$ cat src/rtl/lv_chk_pkg.sv
// Shared types for the local-variable capture checker: per-arm state,
// failure cause encoding, the per-slot state record and a popcount helper.
package lv_chk_pkg;

    // Storage bounds for the slot record; the checker's WIDTH must not exceed
    // V_MAX_W and MAX_LEN must fit in LEN_MAX_W bits. Unused upper bits stay zero.
    localparam int V_MAX_W   = 64;
    localparam int LEN_MAX_W = 16;

    typedef enum logic [1:0] {
        IDLE = 2'd0,
        RUN  = 2'd1,
        DONE = 2'd2
    } arm_state_e;

    typedef enum logic [1:0] {
        NONE    = 2'd0,
        ARM_A   = 2'd1,
        ARM_C   = 2'd2,
        TIMEOUT = 2'd3
    } fail_code_e;

    typedef struct packed {
        logic                 active;
        logic [V_MAX_W-1:0]   v;
        arm_state_e           arm_a;
        arm_state_e           arm_c;
        logic [LEN_MAX_W-1:0] len;
    } slot_t;

    function automatic int unsigned popcount(input logic [63:0] x);
        int unsigned n;
        n = 0;
        for (int i = 0; i < 64; i++) begin
            n += int'(x[i]);
        end
        return n;
    endfunction

endpackage

$ cat src/rtl/lv_chk_slot.sv
// One attempt evaluator. Holds the captured value v and runs both arms
// against it every cycle while active; reports a combinational resolution
// in the cycle the attempt ends and frees itself on the same clock edge.
// The whole slot state lives in the struct 'st' so it can be probed directly.
module lv_chk_slot
    import lv_chk_pkg::*;
#(
    parameter int WIDTH        = 8,
    parameter int MAX_LEN      = 16,
    parameter int TIMEOUT_FAIL = 1
) (
    input  logic             clk,
    input  logic             rst_n,
    input  logic             alloc,
    input  logic [WIDTH-1:0] e,
    input  logic [WIDTH-1:0] a,
    input  logic             b,
    input  logic             c,
    input  logic [WIDTH-1:0] d,
    output logic             active,
    output logic             res_pass,
    output logic             res_fail,
    output logic [1:0]       res_code
);

    localparam logic [LEN_MAX_W-1:0] LEN_LIMIT = LEN_MAX_W'(MAX_LEN);

    slot_t                st;
    arm_state_e           a_nxt;
    arm_state_e           c_nxt;
    logic                 a_bad;
    logic                 c_bad;
    logic [V_MAX_W-1:0]   a_x;
    logic [V_MAX_W-1:0]   d_x;
    logic [LEN_MAX_W-1:0] len_nxt;
    fail_code_e           code;

    assign active   = st.active;
    assign res_code = code;

    // Per-cycle arm evaluation and resolution (fail priority: arm A, arm C, then pass, then timeout)
    always_comb begin
        a_x      = V_MAX_W'(a);
        d_x      = V_MAX_W'(d);
        a_nxt    = st.arm_a;
        c_nxt    = st.arm_c;
        a_bad    = 1'b0;
        c_bad    = 1'b0;
        len_nxt  = st.len + LEN_MAX_W'(1);
        res_pass = 1'b0;
        res_fail = 1'b0;
        code     = NONE;
        if (st.active) begin
            if (st.arm_a == RUN) begin
                if (a_x != st.v)  a_nxt = DONE;
                else if (!b)      a_bad = 1'b1;
            end
            if (st.arm_c == RUN) begin
                if (!c)                c_nxt = DONE;
                else if (d_x != st.v)  c_bad = 1'b1;
            end
            if (a_bad) begin
                res_fail = 1'b1;
                code     = ARM_A;
            end else if (c_bad) begin
                res_fail = 1'b1;
                code     = ARM_C;
            end else if (a_nxt == DONE && c_nxt == DONE) begin
                res_pass = 1'b1;
            end else if (len_nxt == LEN_LIMIT) begin
                if (TIMEOUT_FAIL != 0) begin
                    res_fail = 1'b1;
                    code     = TIMEOUT;
                end else begin
                    res_pass = 1'b1;
                end
            end
        end
    end

    // Slot state: capture v on allocation, advance arms while active, free on resolution
    always_ff @(posedge clk or negedge rst_n) begin
        if (!rst_n) begin
            st <= '0;
        end else if (st.active) begin
            if (res_pass || res_fail) begin
                st.active <= 1'b0;
                st.arm_a  <= IDLE;
                st.arm_c  <= IDLE;
                st.len    <= '0;
            end else begin
                st.arm_a <= a_nxt;
                st.arm_c <= c_nxt;
                st.len   <= len_nxt;
            end
        end else if (alloc) begin
            st.active <= 1'b1;
            st.v      <= V_MAX_W'(e);
            st.arm_a  <= RUN;
            st.arm_c  <= RUN;
            st.len    <= '0;
        end
    end

endmodule

$ cat config.mk
export PLATFORM = sky130hd
export DESIGN_NAME = lv_chk_slot
export DESIGN_NICKNAME = d
export VERILOG_FILES = /design/src/rtl/lv_chk_pkg.sv /design/src/rtl/lv_chk_slot.sv
export SDC_FILE = /design/constraint.sdc
export NUM_CORES = 1
export LEC_CHECK = 0
export ABC_AREA = 1
export BUFFER_PORTS_ARGS = -buffer_cell sky130_fd_sc_hd__buf_2
export CAP_MARGIN = 25
export CORE_ASPECT_RATIO = 1.2
export CORE_MARGIN = 1.5
export CORE_UTILIZATION = 60
export CTS_CLUSTER_SIZE = 40
export DETAILED_ROUTE_END_ITERATION = 10
export PLACE_DENSITY = 0.89
export RECOVER_POWER = 25
export SYNTH_ARGS = -nofsm -noshare
export SYNTH_HDL_FRONTEND = slang
export SYNTH_SLANG_ARGS = --single-unit
$ cat constraint.sdc
create_clock -name clk -period 4.5 [get_ports clk]
set_input_delay 0.675 -clock clk [delete_from_list [all_inputs] [get_ports clk]]
set_output_delay 0.675 -clock clk [all_outputs]
set_load 0.1 [all_outputs]
After elaboration in Yosys (flattened, before gate mapping)
Index checks and enable logic that the tools add are counted.

cells by class
  add/sub/neg operators = 1
  multiplexer cells = 33
  reduce and logical (&&, ||, !) cells = 4
  equal/unequal tests = 7
  bitwise operators = 1

operator list
  operator               number
  $mux 85                1
  $mux 20                2
  $mux 2                 11
  $mux 1                 19
  $add 16x1->16 const B  1
  $eq 16x5->1 const B    1
  $ne 8x8->1             2
  $eq 2x1->1 const B     2
  $eq 2x2->1 const B     2
  $reduce_and 2->1       1
  $reduce_bool 2->1      1
  $logic_and 1x1->1      1
  $logic_or 1x1->1       1
  $not 1->1              1

storage, ports and cells
  input bits = 29
  output and inout port bits = 5
  register bits = 29

Longest topological paths before layout
  depth after elaboration = 13
  depth in mapped cells = 13
  mapped depth without buffers = 13

Worst setup path after synthesis
Ideal clock, no wire load.

  path type = input-to-output
  start point = input port a[5]
  end point = output port res_code[1]
  data required time = 3,825 ps
  path buffers = 0
  cell stages on the path = 9
  slack = 854 ps
  arrival = 2,971 ps
  path through = xnor2_1 nand2_1 nor2_1 nand2_1 nand2_1 nand2_1 nand3_1 nand3_4 a21oi_1

between the ends
  cells in the longest elaborated chain, start to end = 10
  elaborated cells on any way between the ends = 13
  those cells by class = eq/ne: 2; mux: 10; reduce/logical: 1

RTL lines
  what               RTL line           source
  from (decl)        lv_chk_slot.sv:16  input logic [WIDTH-1:0] a,
  $ne 8x8->1 *       lv_chk_slot.sv:55  if (a_x != st.v) a_nxt = DONE;
  $mux 2             lv_chk_slot.sv:55
  $mux 2             lv_chk_slot.sv:54  if (st.arm_a == RUN) begin
  $mux 2             lv_chk_slot.sv:53  if (st.active) begin
  $eq 2x2->1         lv_chk_slot.sv:68  end else if (a_nxt == DONE && c_nxt == DONE) begin
  $logic_and 1x1->1  lv_chk_slot.sv:68
  $mux 2             lv_chk_slot.sv:68
  $mux 2             lv_chk_slot.sv:65  end else if (c_bad) begin
  $mux 2 *           lv_chk_slot.sv:62  if (a_bad) begin
  $mux 2 *           lv_chk_slot.sv:53
  to (decl)          lv_chk_slot.sv:23  output logic [1:0] res_code

Every way passes the cells marked *; elsewhere a longest branch is shown, timed or not. The select of a mux whose other input is x is not followed.

Worst setup path in the final report
  start point = register st[1] (netlist bit)
  end point = output port res_fail

between the ends
  cells in the longest elaborated chain, start to end = 7

RTL lines
  what           RTL line           source
  from (decl)    lv_chk_slot.sv:28  slot_t st;
  $add 16x1->16  lv_chk_slot.sv:49  len_nxt = st.len + LEN_MAX_W'(1);
  $eq 16x5->1    lv_chk_slot.sv:70  end else if (len_nxt == LEN_LIMIT) begin
  $mux 1         lv_chk_slot.sv:70
  $mux 1         lv_chk_slot.sv:68
  $mux 1         lv_chk_slot.sv:65
  $mux 1         lv_chk_slot.sv:62
  $mux 1         lv_chk_slot.sv:53
  to (decl)      lv_chk_slot.sv:22  output logic res_fail,

No other way between the ends.

==> results_dict.tcl <==
set metrics [dict create \
    synthesis.nets 269 \
    vdd_drop_max_mv 0.4495 \
    fin_setup_tns_ns 0 \
    critical_path.startpoint "st[1]$_DFFE_PN0P_" \
    detail_route.wirelength_mm 4.269 \
    cts_post_setup_buffers_inserted 0 \
    n_antenna_cell 0 \
    post_synthesis_cell_area_mm2 0.001894 \
    vias_per_cell 5.567 \
    cts.reportedPaths.clkPinSlew_ns 0.10 \
    grt_antenna_before_repair 0 \
    timing.critical_path.required_ns 3.83 \
    fp.dieW_um 54.30 \
    top_level_ports 34 \
    io_buffers 33 \
    violations "max-capacitance violations, max-slew violations" \
    syn2layout_area_growth_pct 13.47 \
    cellLeakagePower_nw 0.9745 \
    cts_tree "done" \
    via_count_of_the_first_global_routing_pass 1684 \
    cts.repair.resized 0 \
    powerDensity_mw_per_mm2 505.0 \
    postSynthRegisterBits 29 \
    core.rowCount 22 \
    ctsHtreeMaxLevel 2 \
    wire_per_inst_um 13.60 \
    cts.hold.buffers_added 0 \
    ratio_of_final_minimum_period_to_clock_period_pct 75.48 \
    grt-ovfl-total 0 \
    max_cap_violations 1 \
    p_total_mw 1.085 \
    final_layout_size_suffix_gt1_share_pct 25.54 \
    start_util_pct 62.56 \
    finalCriticalPeriod_ns 3.397 \
    drv_slew 30 \
    finish.net_count 307 \
    synthesis.area_per_instance_um2 7.926 \
    worst_r2r_startpoint "st[1]$_DFFE_PN0P_" \
    synthCells 239 \
    die_area_mm2 0.003505 \
    worst_skew_pair.late_latency_ns 0.34 \
    timing.critical_path.fanout_max 10 \
    critPathLaunchType "flip-flop" \
    core-area_mm2 0.003028 \
    layout.cells.most_common_list "68 x sky130_fd_sc_hd__nand2_1, 32 x sky130_fd_sc_hd__buf_2, 29 x sky130_fd_sc_hd__dfrtp_1" \
    ys_types 28 \
    numCtsBuffers 5 \
    max-clock-path-buffers 2 \
    hold_path_class "flip-flop to flip-flop" \
    max_clock_freq_mhz 294.4 \
    route.detailed.drc 0 \
    max-slew-margin-rel_pct -4.397 \
    drtAntennaViolNets 0 \
    mostFrequentLayoutCell "sky130_fd_sc_hd__nand2_1" \
    placer_s_final_routability_congestion_estimate 0.8967 \
    dpl.hpwl_mm 3.188 \
    worstPathArrival_ns 2.72 \
    worst_setup_path_end_kind "primary output" \
    cts_root_buffer "sky130_fd_sc_hd__clkbuf_4" \
    detailroute.via_count 1748 \
    chipHeight_um 64.55 \
    drt-initial-drc-count 35 \
    synth_sequential_area_ratio_pct 38.31 \
    rsz0062_at_grt "no" \
    hold_viol 0 \
    status "complete, but fails checks" \
    grt_first_pass_wirelength_mm 7.100 \
    skew_ns 0.006997 \
    worst_hold_startpoint "st[15]$_DFFE_PN0P_" \
    drt_first_pass_iters 7 \
    pin_count_of_the_biggest_net_entering_global_routing 30 \
    synth.yosys.warnings 0 \
    r2r.worst_path.cells 10 \
    finalSetupViolations 0 \
    clkSinkCount 29 \
    timing_worst_setup_path_type "flip-flop to primary output" \
    worstMarginPinSlew_ns 1.566 \
    worstHoldPathCells 2 \
    grt_use_total_pct 27.95 \
]
[sequential cells by signal, indices dropped and copies added, names as in the netlist]
register,cells
st,28
active,1
[final cells by class]
class	count	area, um2
clock inverters	1	5.005
flip-flops and latches	29	725.7
multi-input cells	189	1070
repair buffers	34	171.4
inverters	18	67.56
well taps	36	45.04
clock buffers	7	65.06
fillers	244	878.3
[critical path: stages, from the launching register on]
cell and delay [ns]:
sky130_fd_sc_hd__dfrtp_1 0.43, sky130_fd_sc_hd__ha_1 0.26, sky130_fd_sc_hd__nand2_1 0.09, sky130_fd_sc_hd__nor2_1 0.18, sky130_fd_sc_hd__nand2_1 0.12, sky130_fd_sc_hd__xor2_1 0.24, sky130_fd_sc_hd__nand3_1 0.16, sky130_fd_sc_hd__nor2_4 0.14
sky130_fd_sc_hd__nand3_4 0.14, sky130_fd_sc_hd__nand3_1 0.11, sky130_fd_sc_hd__nand2_1 0.05, sky130_fd_sc_hd__inv_1 0.04, sky130_fd_sc_hd__buf_2 0.41
[cell usage after synthesis]
library cell               count  share of area, %
sky130_fd_sc_hd__buf_4         1              0.40
sky130_fd_sc_hd__nor2_4        3               1.8
sky130_fd_sc_hd__xor2_1        6               2.8
sky130_fd_sc_hd__nor3_1        1              0.26
sky130_fd_sc_hd__nand2_1      68                13
sky130_fd_sc_hd__o21ai_2       6               2.8
sky130_fd_sc_hd__ha_1          1              0.66
sky130_fd_sc_hd__buf_12        1               1.1
sky130_fd_sc_hd__nor2_1       24               4.8
sky130_fd_sc_hd__nor2_2        3              0.99
sky130_fd_sc_hd__mux2_2        8               4.8
sky130_fd_sc_hd__o21bai_1      2              0.79
sky130_fd_sc_hd__a21oi_1       3              0.79
sky130_fd_sc_hd__inv_2         1              0.20
sky130_fd_sc_hd__nand4_1       9               3.0
sky130_fd_sc_hd__nand3_4       1              0.92
sky130_fd_sc_hd__inv_1        17               3.4
sky130_fd_sc_hd__nand2_4       1              0.59
sky130_fd_sc_hd__a21oi_2       3               1.4
sky130_fd_sc_hd__xnor2_1      15               6.9
sky130_fd_sc_hd__o21ai_0      10               2.6
sky130_fd_sc_hd__o21ai_1       1              0.26
sky130_fd_sc_hd__dfrtp_1      29                38
sky130_fd_sc_hd__clkbuf_1      1              0.20
sky130_fd_sc_hd__nand2_2       3              0.99
sky130_fd_sc_hd__nand3_2       1              0.53
sky130_fd_sc_hd__nand3_1      19               5.0
sky130_fd_sc_hd__nand3b_1      1              0.40
[routing by layer]
layer / share of wire, % / global-route usage (%) / wire length (um) / vias to the layer above
met5: 0 / 0 / 0 / -
met1: 38 / 31.52 / 1628 / 822
li1: - / - / - / 858
met2: 54 / 48.49 / 2320 / 61
met3: 5.7 / 6.452 / 243 / 7
met4: 1.8 / 11.88 / 77 / 0
[metrics by stage]
step                setup slack [ns]  instance area [um2]  std cells  util [%]  hold WS, ns
finish                         1.103                 2150        314     70.99       0.5301
global route                  0.9044                 2150        314     70.99       0.5483
CTS                            1.103                 2151        314     71.03       0.3675
detailed placement             1.440                 2081        306     68.72       0.4973
global placement               1.513                 2081        306     68.72       0.4868
floorplan                     0.8542                 1894        239         -       0.3794
[path summary, 6_finish.rpt]
| kind | slack (ns) | endpoint |
|---|---|---|
| min in group asynchronous | 0.71 | st[1]$_DFFE_PN0P_ |
| worst max register to register | 2.26 | st[3]$_DFFE_PN0P_ |
| max in group asynchronous | 2.89 | st[7]$_DFFE_PN0P_ |
| worst min-delay path | 0.53 | st[15]$_DFFE_PN0P_ |
| worst max-delay path | 1.10 | res_fail |
| worst min register to register | 0.53 | st[15]$_DFFE_PN0P_ |
[cells by family (layout without fill, tap and decap cells)]
group                      Yosys count  count (layout)  share of synthesized area [%]
AOI/OAI and AO/OA                   25              25                          8.652
xor gates and xnor gates            21              21                          9.710
adders and majority gates            1               1                         0.6604
buffers and inverters               21              60                          5.218
DFF                                 29              29                          38.31
muxes                                8               8                          4.756
and+or+nand+nor                    134             134                          32.69
[where the power goes]
| group | internal [mW] | switching (mW) | leakage, nW | total (mW) |
|---|---|---|---|---|
| clock | 0.0904 | 0.0993 | 0.0413 | 0.190 |
| sequential | 0.329 | 0.0776 | 0.377 | 0.407 |
| combinational | 0.169 | 0.320 | 0.556 | 0.489 |
| total | 0.589 | 0.497 | 0.974 | 1.09 |
No activity file was read; power rests on OpenSTA's default activity.
